--- src/rtl/sync_fifo_param_if.sv ---
// Bundle of the FIFO write/read handshake and status signals.
// master: the producer/consumer side; slave: the FIFO itself.
interface sync_fifo_param_if #(
    parameter int unsigned WIDTH = 3,
    parameter int unsigned DEPTH = 8
);
    localparam int unsigned CW = $clog2(DEPTH) + 1;

    logic             wr_en;
    logic [WIDTH-1:0] wr_data;
    logic             rd_en;
    logic [WIDTH-1:0] rd_data;
    logic             rd_valid;
    logic             full;
    logic             empty;
    logic             almost_full;
    logic             almost_empty;
    logic [CW-1:0]    count;
    logic             overflow;
    logic             underflow;

    modport master (
        output wr_en, wr_data, rd_en,
        input  rd_data, rd_valid, full, empty, almost_full, almost_empty,
               count, overflow, underflow
    );

    modport slave (
        input  wr_en, wr_data, rd_en,
        output rd_data, rd_valid, full, empty, almost_full, almost_empty,
               count, overflow, underflow
    );
endinterface

--- src/rtl/sync_fifo_param.sv ---
// Single-clock FIFO with registered read port, threshold flags and sticky
// overflow/underflow. Pointers carry an extra wrap bit so full and empty
// are distinguishable without a separate counter.
module sync_fifo_param #(
    parameter int unsigned WIDTH    = 3,
    parameter int unsigned DEPTH    = 8,
    parameter int unsigned AF_LEVEL = DEPTH - 1,
    parameter int unsigned AE_LEVEL = 1
) (
    input logic              clk,
    input logic              reset,
    sync_fifo_param_if.slave fifo
);
    localparam int unsigned AW = $clog2(DEPTH);
    localparam int unsigned PW = AW + 1;
    localparam logic [PW-1:0] PtrOne = PW'(1);

    logic [PW-1:0]    wr_ptr_q;
    logic [PW-1:0]    rd_ptr_q;
    logic [WIDTH-1:0] mem_q [DEPTH];
    logic [WIDTH-1:0] rd_data_q;
    logic             rd_valid_q;
    logic             overflow_q;
    logic             underflow_q;

    logic             full;
    logic             empty;
    logic             rd_acc;
    logic             wr_acc;
    logic [PW-1:0]    count;

    // Status decode and acceptance; a full FIFO still takes a write when a
    // read frees an entry at the same edge.
    always_comb begin
        full   = (wr_ptr_q[AW-1:0] == rd_ptr_q[AW-1:0]) && (wr_ptr_q[AW] != rd_ptr_q[AW]);
        empty  = (wr_ptr_q == rd_ptr_q);
        count  = wr_ptr_q - rd_ptr_q;
        rd_acc = fifo.rd_en && !empty;
        wr_acc = fifo.wr_en && (!full || rd_acc);
    end

    assign fifo.full         = full;
    assign fifo.empty        = empty;
    assign fifo.count        = count;
    assign fifo.almost_full  = (32'(count) >= AF_LEVEL);
    assign fifo.almost_empty = (32'(count) <= AE_LEVEL);
    assign fifo.rd_data      = rd_data_q;
    assign fifo.rd_valid     = rd_valid_q;
    assign fifo.overflow     = overflow_q;
    assign fifo.underflow    = underflow_q;

    // Storage array: cleared on reset, written at the write pointer.
    always_ff @(posedge clk) begin
        if (reset) begin
            for (int unsigned i = 0; i < DEPTH; i++) begin
                mem_q[i] <= '0;
            end
        end else if (wr_acc) begin
            mem_q[wr_ptr_q[AW-1:0]] <= fifo.wr_data;
        end
    end

    // Pointers, registered read port and sticky error flags.
    always_ff @(posedge clk) begin
        if (reset) begin
            wr_ptr_q    <= '0;
            rd_ptr_q    <= '0;
            rd_data_q   <= '0;
            rd_valid_q  <= 1'b0;
            overflow_q  <= 1'b0;
            underflow_q <= 1'b0;
        end else begin
            rd_valid_q <= rd_acc;
            if (wr_acc) begin
                wr_ptr_q <= wr_ptr_q + PtrOne;
            end
            if (rd_acc) begin
                rd_ptr_q  <= rd_ptr_q + PtrOne;
                rd_data_q <= mem_q[rd_ptr_q[AW-1:0]];
            end
            if (fifo.wr_en && !wr_acc) begin
                overflow_q <= 1'b1;
            end
            if (fifo.rd_en && empty) begin
                underflow_q <= 1'b1;
            end
        end
    end
endmodule

--- src/flat_wrapper.sv ---
// flat-port wrapper written by rule: the top's interface ports become plain ports
module sync_fifo_param_flat 
#(
    parameter int unsigned WIDTH    = 3,
    parameter int unsigned DEPTH    = 8,
    parameter int unsigned AF_LEVEL = DEPTH - 1,
    parameter int unsigned AE_LEVEL = 1
)
  (clk, reset, fifo_wr_en, fifo_wr_data, fifo_rd_en, fifo_rd_data, fifo_rd_valid, fifo_full, fifo_empty, fifo_almost_full, fifo_almost_empty, fifo_count, fifo_overflow, fifo_underflow);
  sync_fifo_param_if #(.WIDTH(WIDTH), .DEPTH(DEPTH)) fifo_i ();
  input logic clk;
  input logic reset;
  input wire logic [$bits(fifo_i.wr_en)-1:0] fifo_wr_en;
  input wire logic [$bits(fifo_i.wr_data)-1:0] fifo_wr_data;
  input wire logic [$bits(fifo_i.rd_en)-1:0] fifo_rd_en;
  output wire logic [$bits(fifo_i.rd_data)-1:0] fifo_rd_data;
  output wire logic [$bits(fifo_i.rd_valid)-1:0] fifo_rd_valid;
  output wire logic [$bits(fifo_i.full)-1:0] fifo_full;
  output wire logic [$bits(fifo_i.empty)-1:0] fifo_empty;
  output wire logic [$bits(fifo_i.almost_full)-1:0] fifo_almost_full;
  output wire logic [$bits(fifo_i.almost_empty)-1:0] fifo_almost_empty;
  output wire logic [$bits(fifo_i.count)-1:0] fifo_count;
  output wire logic [$bits(fifo_i.overflow)-1:0] fifo_overflow;
  output wire logic [$bits(fifo_i.underflow)-1:0] fifo_underflow;
  assign fifo_i.wr_en = fifo_wr_en;
  assign fifo_i.wr_data = fifo_wr_data;
  assign fifo_i.rd_en = fifo_rd_en;
  assign fifo_rd_data = fifo_i.rd_data;
  assign fifo_rd_valid = fifo_i.rd_valid;
  assign fifo_full = fifo_i.full;
  assign fifo_empty = fifo_i.empty;
  assign fifo_almost_full = fifo_i.almost_full;
  assign fifo_almost_empty = fifo_i.almost_empty;
  assign fifo_count = fifo_i.count;
  assign fifo_overflow = fifo_i.overflow;
  assign fifo_underflow = fifo_i.underflow;
  sync_fifo_param #(.WIDTH(WIDTH), .DEPTH(DEPTH), .AF_LEVEL(AF_LEVEL), .AE_LEVEL(AE_LEVEL)) u_core (.clk(clk), .reset(reset), .fifo(fifo_i));
endmodule
--- config.mk ---
export PLATFORM = sky130hd
export DESIGN_NAME = sync_fifo_param_flat
export DESIGN_NICKNAME = d
export VERILOG_FILES = /design/src/rtl/sync_fifo_param_if.sv /design/src/rtl/sync_fifo_param.sv /design/src/flat_wrapper.sv
export SDC_FILE = /design/constraint.sdc
export NUM_CORES = 1
export LEC_CHECK = 0
export ABC_AREA = 0
export CORE_MARGIN = 2
export CORE_UTILIZATION = 30
export CTS_BUF_LIST = sky130_fd_sc_hd__clkbuf_4
export DETAILED_ROUTE_END_ITERATION = 7
export HOLD_SLACK_MARGIN = 0.12
export PLACE_DENSITY_LB_ADDON = 0.15
export SLEW_MARGIN = 20
export SYNTH_ARGS = -nofsm -noshare
export SYNTH_HDL_FRONTEND = slang
export SYNTH_SLANG_ARGS = --single-unit
export TNS_END_PERCENT = 30
--- constraint.sdc ---
create_clock -name clk -period 3 [get_ports clk]
set_input_delay 0.6 -clock clk [delete_from_list [all_inputs] [get_ports clk]]
set_output_delay 0.6 -clock clk [all_outputs]
set_load 0.02 [all_outputs]
Word-level counts from Yosys, hierarchy flattened --
Memory sizes are Yosys's and may differ from the RTL's. A register that Yosys moved wholly into a read port is not among the register bits. Index checks and enable logic that the tools add are counted.
Cells by class: $add $sub $neg 3, order comparisons 2, equal/unequal tests 3, mux-type cells 8, reduce and logical (&&, ||, !) cells 10
Operators with widths (count):
- $add 4x1->4 const B | 2
- $mux 1 | 6
- $mux 3 | 2
- $logic_and 1x1->1 | 5
- $eq 4x4->1 | 1
- $ge 4x3->1 const B | 1
- $le 4x1->1 const B | 1
- $sub 4x4->4 | 1
- $eq 3x3->1 | 1
- $logic_not 1->1 | 3
- $reduce_or 3->1 | 1
- $logic_or 1x1->1 | 1
- $ne 1x1->1 | 1
Storage, ports and cells: flip-flop bits (word level) 11, bits in writable memories 24, input port bits 7, output and inout port bits 14, logic and storage cells 32, memories kept 1
Memories:
- u_core.mem_q | words 8, bits a word 3, rd ports 1, clocked after memory_dff 1, write ports 8, RTL line sync_fifo_param.sv:20 | logic [WIDTH-1:0] mem_q [DEPTH];

Longest topological paths before layout --
word-level depth 10, mapped depth 8, depth with buffers taken out 6

Least setup slack after synthesis --
OpenSTA, ideal clock, no wires.
kind register to output, start point register u_core.wr_ptr_q[0], end point output fifo_almost_empty, arrival time 2.021 ns, data required time 2.400 ns, setup slack 0.379 ns, cell stages (with the launch flop) 8, path buffers 1, cells stage by stage dfxtp_1 > buf_2 > inv_1 > ha_1 > fa_1 > xor2_1 > inv_1 > a211oi_1
On the way: cells in the longest elaborated chain, start to end 2
Ends and longest elaborated chain:
- start, declared | RTL line sync_fifo_param.sv:18 | logic [PW-1:0] wr_ptr_q;
- start signal, assigned | RTL line sync_fifo_param.sv:75 | wr_ptr_q <= wr_ptr_q + PtrOne;
- $sub 4x4->4 | RTL line sync_fifo_param.sv:37 | count = wr_ptr_q - rd_ptr_q;
- net fifo_count[2] | RTL line flat_wrapper.sv:22 | output wire logic [$bits(fifo_i.count)-1:0] fifo_count;
- $le 4x1->1 | RTL line sync_fifo_param.sv:46 | assign fifo.almost_empty = (32'(count) <= AE_LEVEL);
- end, declared | RTL line flat_wrapper.sv:21 | output wire logic [$bits(fifo_i.almost_empty)-1:0] fifo_almost_empty;
The timed path passes the listed nets, and every way through them passes these cells.

Worst setup path in the final report --
start point register u_core.wr_ptr_q[0], end point output fifo_count[2]
On the way: cells in the longest elaborated chain, start to end 1
Ends and longest elaborated chain (RTL line):
- $sub 4x4->4 | sync_fifo_param.sv:37
- end, declared | flat_wrapper.sv:22
No other way between the ends.

==> results.yml <==
yosys:
  ys_types: 38
  syn_nets: 181
  syn_inst: 168
  seq_area_frac_synth_pct: 52.8
  netlist_area_um2: 1890
  yosys_warnings: 0
  ys_ff_latch: 38
  syn_area_per_cell_um2: 11.3
  async_flop_share_pct: 0
  synth_edf_count: 24
  ys.flop_type: "edfxtp_1"
global_route:
  antenna_found_initial: 0
  grtUsageMet2_pct: 21.4
  grt_overflow: 0
  gr-usage-met1_pct: 15.6
  grt_usage_pct: 12.7
  grt_first_pass_wirelength_um: 6780
  grt_max_degree: 19
  grt_use_met3_pct: 3.56
  grt_pass1_vias: 1320
  top_usage_layer: "met2"
drt:
  routed_via_density: 4.82
  dr_total_vias: 1326
  drc: 0
  post_drt_wl_per_cell_um: 15.1
  drtPass1Iterations: 4
  initialDrtViolationCount: 41
  drt.antenna.violating_nets: 0
  wirelength_um: 4150
power_and_ir_drop:
  ir_drop_v: 0.000202
  p_leak_nw: 0.894
  power_density_nw_per_um2: 576
cells_and_area:
  final_layout_size_suffix_gt1_share_pct: 17.5
  antenna_cells: 0
  instances_no_fill: 275
  final_area_um2: 2300
  mostFrequentLayoutCell: "edfxtp_1"
  ff_latch_area_um2: 1000
  final_cell_mix: "24 x edfxtp_1, 21 x nor2_1, 17 x clkdlybuf4s50_1"
  syn2layout_area_growth_pct: 21.3
  multi_input_area_um2: 821
  fill_cells: 594
  fin_nets: 212
placed_design:
  place_area_um2: 2240
  place_hpwl_um: 3250
  gp_congestion: 0.809
  portBuffers: 20
  dp_cells: 267
setup_path:
  critPathMostFrequentCell: "inv_1"
  cp.arrival_ns: 2.26
  worstSetupStartpointType: "flop"
  cp_cell_sequence: "inv_1, ha_1, fa_1, xor2_1, inv_1, clkdlybuf4s50_1"
  cp-end-kind: "output pin"
  rr_worst_depth: 7
  critPathMaxStageDelay_ns: 0.62
  timing.rr.start: "u_core.rd_ptr_q[2]"
  criticalPathCategory: "reg -> out"
  cp_max_fo: 5
  r2r_slack_ns: 0.72
  critical-path-slowest-cell: "clkdlybuf4s50_1"
  reg2reg_to: "u_core.mem_q[5][1]"
  crit_required_ns: 2.40
clock_network:
  cts_tree: "yes"
  clockBufferDepth: 2
  cts_buffers: 5
  hold_buffers: 0
  cts_max_level: 2
  post-cts-setup-buffers: 0
  worstSkewPairLatency_ns: 0.34
  root_buffer: "clkbuf_4"
  clkSinkCount: 38
  cts.clk_slew.worst_paths_ns: 0.11
sta:
  post-route-min-period_ns: 2.86
  hold_viol_final: 0
  slew_violations: 0
  fmax_mhz: 349
  worstMarginPinSlew_ns: 0.587
  hold-worst-slack_ns: 0.478
  setup_violations: 0
  relSlewSlack_pct: 60.5
  post-route-period-util_pct: 95.4
  fin_tns_setup_ns: 0
  rsz0062_at_grt: "no"
  clock-skew-final_ns: 0.0105
die:
  fp.coreArea_um2: 6030
  dieArea_um2: 6970
  core.rowCount: 28
  start_util_pct: 31.4
  top_level_ports: 21
  die_y_um: 83.5
  fp.dieW_um: 83.5
min_path:
  min_from: "u_core.fifo.underflow"
  hold_class: "reg -> reg"
  min_to: "u_core.fifo.underflow"
  holdPathStages: 2
run_status:
  run_status: "finished clean"
job:
  maxCapViolCount: 0
[critical path: cells and delay by family, from the launching register on]
family	cells	cell delay (ns)
flops	1	0.35
xor+xnor	1	0.17
buf+inv	3	0.81
fa+ha+maj	2	0.60
[cell usage after synthesis, types with 2 or more instances]
library cell / number / area [um2]
clkbuf_1: 2 / 7.51
nor4_1: 9 / 56.3
inv_1: 12 / 45.0
nor2_1: 21 / 78.8
or4_1: 2 / 15.0
nor2b_1: 2 / 12.5
o21ai_0: 3 / 15.0
a311oi_1: 3 / 26.3
ha_1: 5 / 62.6
edfxtp_1: 24 / 721
mux4_2: 6 / 135
mux2i_1: 2 / 20.0
dfxtp_1: 14 / 280
and2_1: 11 / 68.8
xor2_1: 3 / 26.3
or2_1: 2 / 12.5
nand3_1: 4 / 20.0
a21oi_1: 3 / 15.0
xnor2_1: 4 / 35.0
nand2_1: 11 / 41.3
o211ai_1: 2 / 15.0
nor2_2: 3 / 18.8
buf_2: 5 / 25.0
[cell families (layout without fill, tap and decap cells)]
logic type      after synthesis  in the layout  synth area share (%)
fa+ha+maj                     6              6                  4.36
flops                        38             38                  52.8
mux                           9              9                  8.78
xor+xnor                      7              7                  3.24
simple gates                 72             72                  20.1
buf+inv                      19             51                  4.09
compound gates               17             17                  6.54
[power by group]
group          internal, mW  leakage [nW]  switching [mW]
registers             0.593         0.363          0.0203
logic                 0.203         0.497           0.243
clock network        0.0973        0.0331           0.168
[per-stage QoR]
step | util (%) | setup WS [ns] | power [mW]
after detailed placement | 37.1 | 0.228 | 1.09
final | 38.1 | 0.137 | 1.32
after global placement | 37.1 | 0.307 | 1.07
after floorplan | - | 0.379 | 0.899
after CTS | 38.0 | 0.0393 | 1.34
after global routing | 38.1 | 0.0393 | 1.39
[sequential cells by signal (all words and copies together) (netlist names)]
signal,cells
u_core.mem_q,24
u_core.rd_ptr_q,4
u_core.wr_ptr_q,4
u_core.fifo.rd_data,3
u_core.fifo.overflow,1
u_core.fifo.rd_valid,1
u_core.fifo.underflow,1
[cell type report]
type                       count  share of cell area [%]
clock buffer                   6                    1.96
clock inverter                 2                   0.381
inverter                      12                    1.96
multi-input combinational    111                    35.7
sequential                    38                    43.6
tap                           75                    4.08
timing repair buffer          31                    12.3
[how the worst max path moves through the flow]
stage	startpoint	cells past startpoint	to
6_report	u_core.wr_ptr_q[0]	6	fifo_count[2]
5_1_grt	u_core.rd_ptr_q[1]	7	fifo_almost_empty
4_1_cts	u_core.rd_ptr_q[1]	7	fifo_count[3]
3_5_place_dp	u_core.wr_ptr_q[1]	6	fifo_almost_empty
3_3_place_gp	u_core.wr_ptr_q[1]	6	fifo_almost_empty
2_1_floorplan	u_core.wr_ptr_q[0]	7	fifo_almost_empty
[what timing repair did]
| item | in CTS | in global routing |
|---|---|---|
| resized for setup | 3 | 2 |
| endpoints found under the setup margin | 3 | 2 |
| cloned | 0 | 0 |
[layer usage]
metal,share of wire [%],wire length (um),vias to the layer above
met4,1.4,57,0
met1,45,1850,634
met3,3.7,153,5
li1,-,-,664
met2,50,2090,23
met5,0,0,-
(Power assumes the default switching activity.)
